$ cat config.mk
export PLATFORM = sky130hd
export DESIGN_NAME = wb_forward_unit
export DESIGN_NICKNAME = d
export VERILOG_FILES = /design/src/rtl/alu_pkg.sv /design/src/rtl/alu_regfile.sv /design/src/rtl/wb_forward_unit.sv
export SDC_FILE = /design/constraint.sdc
export NUM_CORES = 1
export LEC_CHECK = 0
export BUFFER_PORTS_ARGS = -buffer_cell sky130_fd_sc_hd__buf_2
export CAP_MARGIN = 20
export CELL_PAD_IN_SITES_DETAIL_PLACEMENT = 1
export CELL_PAD_IN_SITES_GLOBAL_PLACEMENT = 2
export CORE_ASPECT_RATIO = 0.9
export CORE_MARGIN = 1.5
export CORE_UTILIZATION = 42
export DETAILED_ROUTE_END_ITERATION = 10
export GPL_TIMING_DRIVEN = 0
export MAX_ROUTING_LAYER = met4
export PLACE_DENSITY_LB_ADDON = 0.1
export RECOVER_POWER = 25
export SLEW_MARGIN = 20
export SYNTH_ARGS = -nofsm -noshare
export SYNTH_HDL_FRONTEND = slang
export SYNTH_SLANG_ARGS = --single-unit
$ cat constraint.sdc
create_clock -name clk -period 3.1 [get_ports clk]
set_input_delay 0.31 -clock clk [delete_from_list [all_inputs] [get_ports clk]]
set_output_delay 0.31 -clock clk [all_outputs]
set_load 0.02 [all_outputs]
$ cat src/rtl/alu_pkg.sv
// Shared constants, types and helpers for the pipelined ALU writeback/forwarding slice.
package alu_pkg;

  // Datapath geometry
  localparam int DW   = 32;
  localparam int AW   = 4;
  localparam int NREG = 2 ** AW;

  // Bit positions inside a 4-bit nzcv vector
  localparam int NZCV_N = 3;
  localparam int NZCV_Z = 2;
  localparam int NZCV_C = 1;
  localparam int NZCV_V = 0;

  // Opcodes at or above this value only update flags and never write a register
  localparam logic [3:0] OPC_FLAGS_ONLY_MIN = 4'b1000;

  // One instruction held in the writeback pipeline register
  typedef struct packed {
    logic          we;
    logic [AW-1:0] rd;
    logic [DW-1:0] data;
    logic [3:0]    nzcv;
  } wb_entry_t;

  // True when the opcode belongs to the compare/test class
  function automatic logic is_flags_only(input logic [3:0] opcode);
    return opcode >= OPC_FLAGS_ONLY_MIN;
  endfunction

  // True when a valid register-writing producer targets the given source register
  function automatic logic addr_hit(input logic          valid,
                                    input logic          we,
                                    input logic [AW-1:0] rd,
                                    input logic [AW-1:0] rs);
    return valid & we & (rd == rs);
  endfunction

endpackage

$ cat src/rtl/alu_regfile.sv
// Architectural register file: one synchronous write port, two asynchronous read ports.
module alu_regfile
  import alu_pkg::*;
(
  input  logic          clk,
  input  logic          rst_n,
  input  logic          we,
  input  logic [AW-1:0] waddr,
  input  logic [DW-1:0] wdata,
  input  logic [AW-1:0] raddr1,
  input  logic [AW-1:0] raddr2,
  output logic [DW-1:0] rdata1,
  output logic [DW-1:0] rdata2
);

  logic [DW-1:0] mem [NREG];

  // Clear every entry on reset, otherwise write the committed result
  always_ff @(posedge clk or negedge rst_n) begin
    if (!rst_n) begin
      for (int i = 0; i < NREG; i++) begin
        mem[i] <= '0;
      end
    end else if (we) begin
      mem[waddr] <= wdata;
    end
  end

  // Raw reads; same-cycle write visibility is handled by the bypass in the parent
  always_comb begin
    rdata1 = mem[raddr1];
    rdata2 = mem[raddr2];
  end

endmodule

$ cat src/rtl/wb_forward_unit.sv
// Writeback register, register-file/flag commit and operand/flag bypass back to execute.
module wb_forward_unit
  import alu_pkg::*;
(
  input  logic          clk,
  input  logic          rst_n,
  input  logic          ex_valid,
  input  logic [DW-1:0] ex_result,
  input  logic          ex_is_write,
  input  logic [3:0]    ex_nzcv,
  input  logic [AW-1:0] ex_rd,
  input  logic          id_valid,
  input  logic [AW-1:0] id_rs1,
  input  logic [AW-1:0] id_rs2,
  output logic [DW-1:0] rdata1,
  output logic [DW-1:0] rdata2,
  output logic [DW-1:0] dep,
  output logic          depi,
  output logic [3:0]    nzcv_old,
  output logic          wb_valid,
  output logic [AW-1:0] wb_rd,
  output logic [DW-1:0] wb_data
);

  wb_entry_t     wb_q;
  logic          wb_valid_q;
  logic [3:0]    flag_q;
  logic [DW-1:0] rf_rdata1;
  logic [DW-1:0] rf_rdata2;
  logic          rf_we;

  assign rf_we = wb_valid_q & wb_q.we;

  alu_regfile u_regfile (
    .clk    (clk),
    .rst_n  (rst_n),
    .we     (rf_we),
    .waddr  (wb_q.rd),
    .wdata  (wb_q.data),
    .raddr1 (id_rs1),
    .raddr2 (id_rs2),
    .rdata1 (rf_rdata1),
    .rdata2 (rf_rdata2)
  );

  // Capture the execute result; fields hold while execute is idle so only valid drops
  always_ff @(posedge clk or negedge rst_n) begin
    if (!rst_n) begin
      wb_valid_q <= 1'b0;
      wb_q       <= '0;
    end else begin
      wb_valid_q <= ex_valid;
      if (ex_valid) begin
        wb_q.we   <= ex_is_write;
        wb_q.rd   <= ex_rd;
        wb_q.data <= ex_result;
        wb_q.nzcv <= ex_nzcv;
      end
    end
  end

  // Flags retire for every valid instruction, compare/test class included
  always_ff @(posedge clk or negedge rst_n) begin
    if (!rst_n) begin
      flag_q <= 4'b0000;
    end else if (wb_valid_q) begin
      flag_q <= wb_q.nzcv;
    end
  end

  // Operand bypass: execute result (port 1 only), then WB entry, then register file
  always_comb begin
    rdata1 = rf_rdata1;
    rdata2 = rf_rdata2;
    if (addr_hit(ex_valid, ex_is_write, ex_rd, id_rs1)) begin
      rdata1 = ex_result;
    end else if (addr_hit(wb_valid_q, wb_q.we, wb_q.rd, id_rs1)) begin
      rdata1 = wb_q.data;
    end
    if (addr_hit(wb_valid_q, wb_q.we, wb_q.rd, id_rs2)) begin
      rdata2 = wb_q.data;
    end
  end

  // Operand-2 forward from execute plus youngest-first flag bypass
  always_comb begin
    depi     = id_valid & addr_hit(ex_valid, ex_is_write, ex_rd, id_rs2);
    dep      = depi ? ex_result : '0;
    nzcv_old = ex_valid ? ex_nzcv : (wb_valid_q ? wb_q.nzcv : flag_q);
  end

  assign wb_valid = wb_valid_q;
  assign wb_rd    = wb_q.rd;
  assign wb_data  = wb_q.data;

endmodule

==> summary.md <==
| Metric | Value |
|---|---|
| Power per cell area | `746.5 nW/um^2` |
| CP endpoint kind | `output pin` |
| I/O pin count | `191` |
| Routed vias | `21640` |
| Max Fclk | `298.1 MHz` |
| Most frequent cells in the layout | `586 x mux2_2, 556 x dfrtp_1, 225 x mux4_2, 181 x buf_2, 116 x clkbuf_1` |
| Vias in the first global route | `23250` |
| Comb pwr share | `28.3%` |
| Tmin final | `3355 ps` |
| Post-route ant nets | `0` |
| Total CTS buffers | `66` |
| Cell taking the most area after synthesis | `dfrtp_1` |
| Final Worst Setup Slack | `-255.0 ps` |
| Area fraction in compound gates after synthesis | `4.481%` |
| Detailed Route WL | `114200 um` |
| Post-synthesis simple-gate area fraction | `3.769%` |
| Yosys top cell area share | `45.67%` |
| Run status | `finished with violations` |
| First-pass GRT wire length | `166900 um` |
| Setup slack at placement | `-790.1 ps` |
| Final Hold Fails | `0` |
| Initial antenna violation count | `1` |
| Share of cells above drive strength 1 | `53.84%` |
| Total of max-cap violations | `2` |
| Final Total Pwr | `27.12 mW` |
| Cell variety after synth | `35` |
| Post-Route Skew | `18.88 ps` |
| Switching fraction of total power | `30.53%` |
| Worst Max-Slew Pin Slew | `2151 ps` |
| Synthesized area | `30580 um^2` |
| Most common cell after layout, fill and taps aside | `mux2_2` |
| Initial drt markers | `1616` |
| Syn Area/Cell | `14.16 um^2` |
| Worst min-delay path category | `input port to flip-flop` |
| Largest net degree at the start of global routing | `94` |
| CP required | `2790 ps` |
| Non-Filler Instances | `3474` |
| Row cnt | `93` |
| Area Overhead vs Synth | `18.83%` |
| Remaining DRCs | `0` |
| DR WL/cell | `32.86 um` |
| Post-synthesis net count | `2212` |
| Fin crit share | `108.2%` |
| GRT Total Usage | `32.09%` |
| Total die area | `74430 um^2` |
| Clk network pwr share | `30.0%` |
| Starting Density | `42.59%` |
| Latest clock arrival within the worst-skew pair | `630 ps` |
| # diodes | `0` |
| Combinational family with the most area after synthesis | `multiplexers` |
| Pins Over Slew Limit | `101` |
| Net switching power | `8.281 mW` |
| Rel. slew slack | `-43.37%` |
| Crit path launch type | `flip-flop` |
| DP Cell Count | `3303` |
| Leak Pwr | `16.02 nW` |
| CTS tree | `yes` |
| GRT overflow | `0` |
| Top cells by area, synth | `dfrtp_1 46%, mux2_2 22%, mux4_2 17%` |
| Worst-case clock buffer depth | `3` |
| Reg clk slew, reported paths | `60 ps` |
| Post-synthesis sequential area ratio | `45.67%` |
| DP Wirelength | `75180 um` |
| Final Net Count | `2528` |
| Seq cells post-synth | `558` |
| Internal power | `18.84 mW` |
| Yosys warnings | `0` |
| # H-tree levels | `3` |
| VDD IR max | `0.3904 mV` |
| CP Max Fanout | `6` |
| Die Wd | `287.4 um` |
| Cells after Synth | `2159` |
| GPL Wtd Cong | `0.8860` |
| Crit Path Category | `flip-flop to output pin` |
| RSZ-0062 raised after global routing | `yes` |
| Finish-stage setup viols | `31` |
| Post-synthesis mux area share | `41.48%` |
| Clk root buf | `clkbuf_16` |
| Core Area | `71800 um^2` |
| Post-synthesis adder-cell area fraction | `0%` |
| Vias/cell | `6.229` |
| Worst EP arrival | `3040 ps` |
| TritonRoute pass-1 iters | `6` |
| Failing checks | `max-capacitance violations, max-slew violations, negative setup slack` |
| Clock net sink count | `558` |
| Power share of the sequential group | `41.6%` |
| Synth Area in XOR/XNOR | `0.4010%` |
| PortBufs | `185` |
| Die H | `259.0 um` |
## logic make-up (layout without fill, tap and decap cells)
kind of cell | Yosys count | after routing
AND/OR/NAND/NOR | 230 | 230
XOR/XNOR | 14 | 14
buffers and inverters | 283 | 648
multiplexers | 912 | 912
flip-flops | 558 | 558
AO/OA/AOI/OAI | 162 | 162
## final timing paths
kind                            cells past startpoint          from                 end  slack, ps
worst max-delay path                                8      wb_rd[2]           rdata2[0]       -250
worst min-delay path                                2  ex_result[0]          wb_data[0]         20
worst max register to register                      6      wb_rd[0]   u_regfile.mem[28]        100
worst min register to register                      1     flag_q[2]           flag_q[2]        490
max in group asynchronous                           4         rst_n  u_regfile.mem[276]        320
min in group asynchronous                           2         rst_n            wb_q[40]        160
## power groups by stage
stage	sequential (mW)	clock, mW	combinational [mW]
detailed placement	11.3	0	7.28
finish	11.3	8.15	7.68
global route	11.6	8.51	8.20
CTS	11.2	8.25	7.69
floorplan	10.6	0	5.63
global placement	11.2	0	7.04
## critical path, cell delays in order, from the launching register on
cell      delay (ps)
dfrtp_2          440
xor2_2           150
a221oi_2         170
or4b_4           540
buf_12           170
and2_4           250
buf_12           190
a211oi_4         320
buf_6            170
## cell usage after synthesis
cell type / n
mux2_2: 586
mux4_2: 225
nor4_1: 2
a211oi_2: 30
or4b_1: 1
o221a_2: 32
o22ai_1: 1
and2_1: 33
buf_1: 43
a221oi_1: 32
a211oi_1: 1
buf_4: 37
nand4_1: 37
nand2_1: 70
a21oi_1: 31
and2_0: 1
buf_6: 4
inv_1: 1
dfrtp_1: 558
xnor2_1: 5
nor2_1: 44
a221oi_2: 1
nand3_1: 2
xor2_1: 9
inv_2: 3
nand2b_1: 3
and3_1: 31
nor2b_1: 2
nor3_1: 3
clkbuf_1: 153
o21ai_0: 34
mux2i_1: 95
or4_1: 1
mux2_1: 6
buf_2: 42
## flip-flops by register name (all words and copies together) (netlist names)
register and count:
wb_rd 4, wb_q 5, wb_valid 1, u_regfile.mem 512, flag_q 4, wb_data 32
## final cells by class
type | count | area, um^2
clock buffer | 94 | 1908
fill | 7066 | 35460
inverter | 4 | 15.01
clock inverter | 23 | 302.8
timing repair buffer | 251 | 1844
tap | 950 | 1189
sequential | 558 | 13970
multi-input combinational | 1318 | 15610
buffer | 276 | 1498
## through the flow
step	area, um^2	util [%]	TNS, ps	hold WS (ps)
after floorplan	30580	-	0	14.41
after global placement	32690	45.53	-5735450	478.7
after detailed placement	32910	45.83	-47990	233.8
after CTS	36270	50.52	-8668	19.26
after global routing	36330	50.61	-11030	23.14
final	36330	50.61	-5560	17.67
## metal layers
metal	GRT usage, %	wire, um	vias up
li1	-	-	8778
met1	42.85	49240	11870
met2	49.28	53940	768
met3	6.230	7132	221
met4	10.56	3835	0
met5	-	0	-
## what timing repair did
| action | in CTS | in global routing |
|---|---|---|
| cloned | 3 | 0 |
| gates resized for setup | 175 | 64 |
| hold buffers | 42 | 0 |
| setup endpoints to repair | 94 | 118 |
| buffers inserted | 7 | 4 |
| pin swaps | 7 | 6 |
| endpoints found under the hold margin | 83 | 0 |
Power figures use the tool's default switching activity.
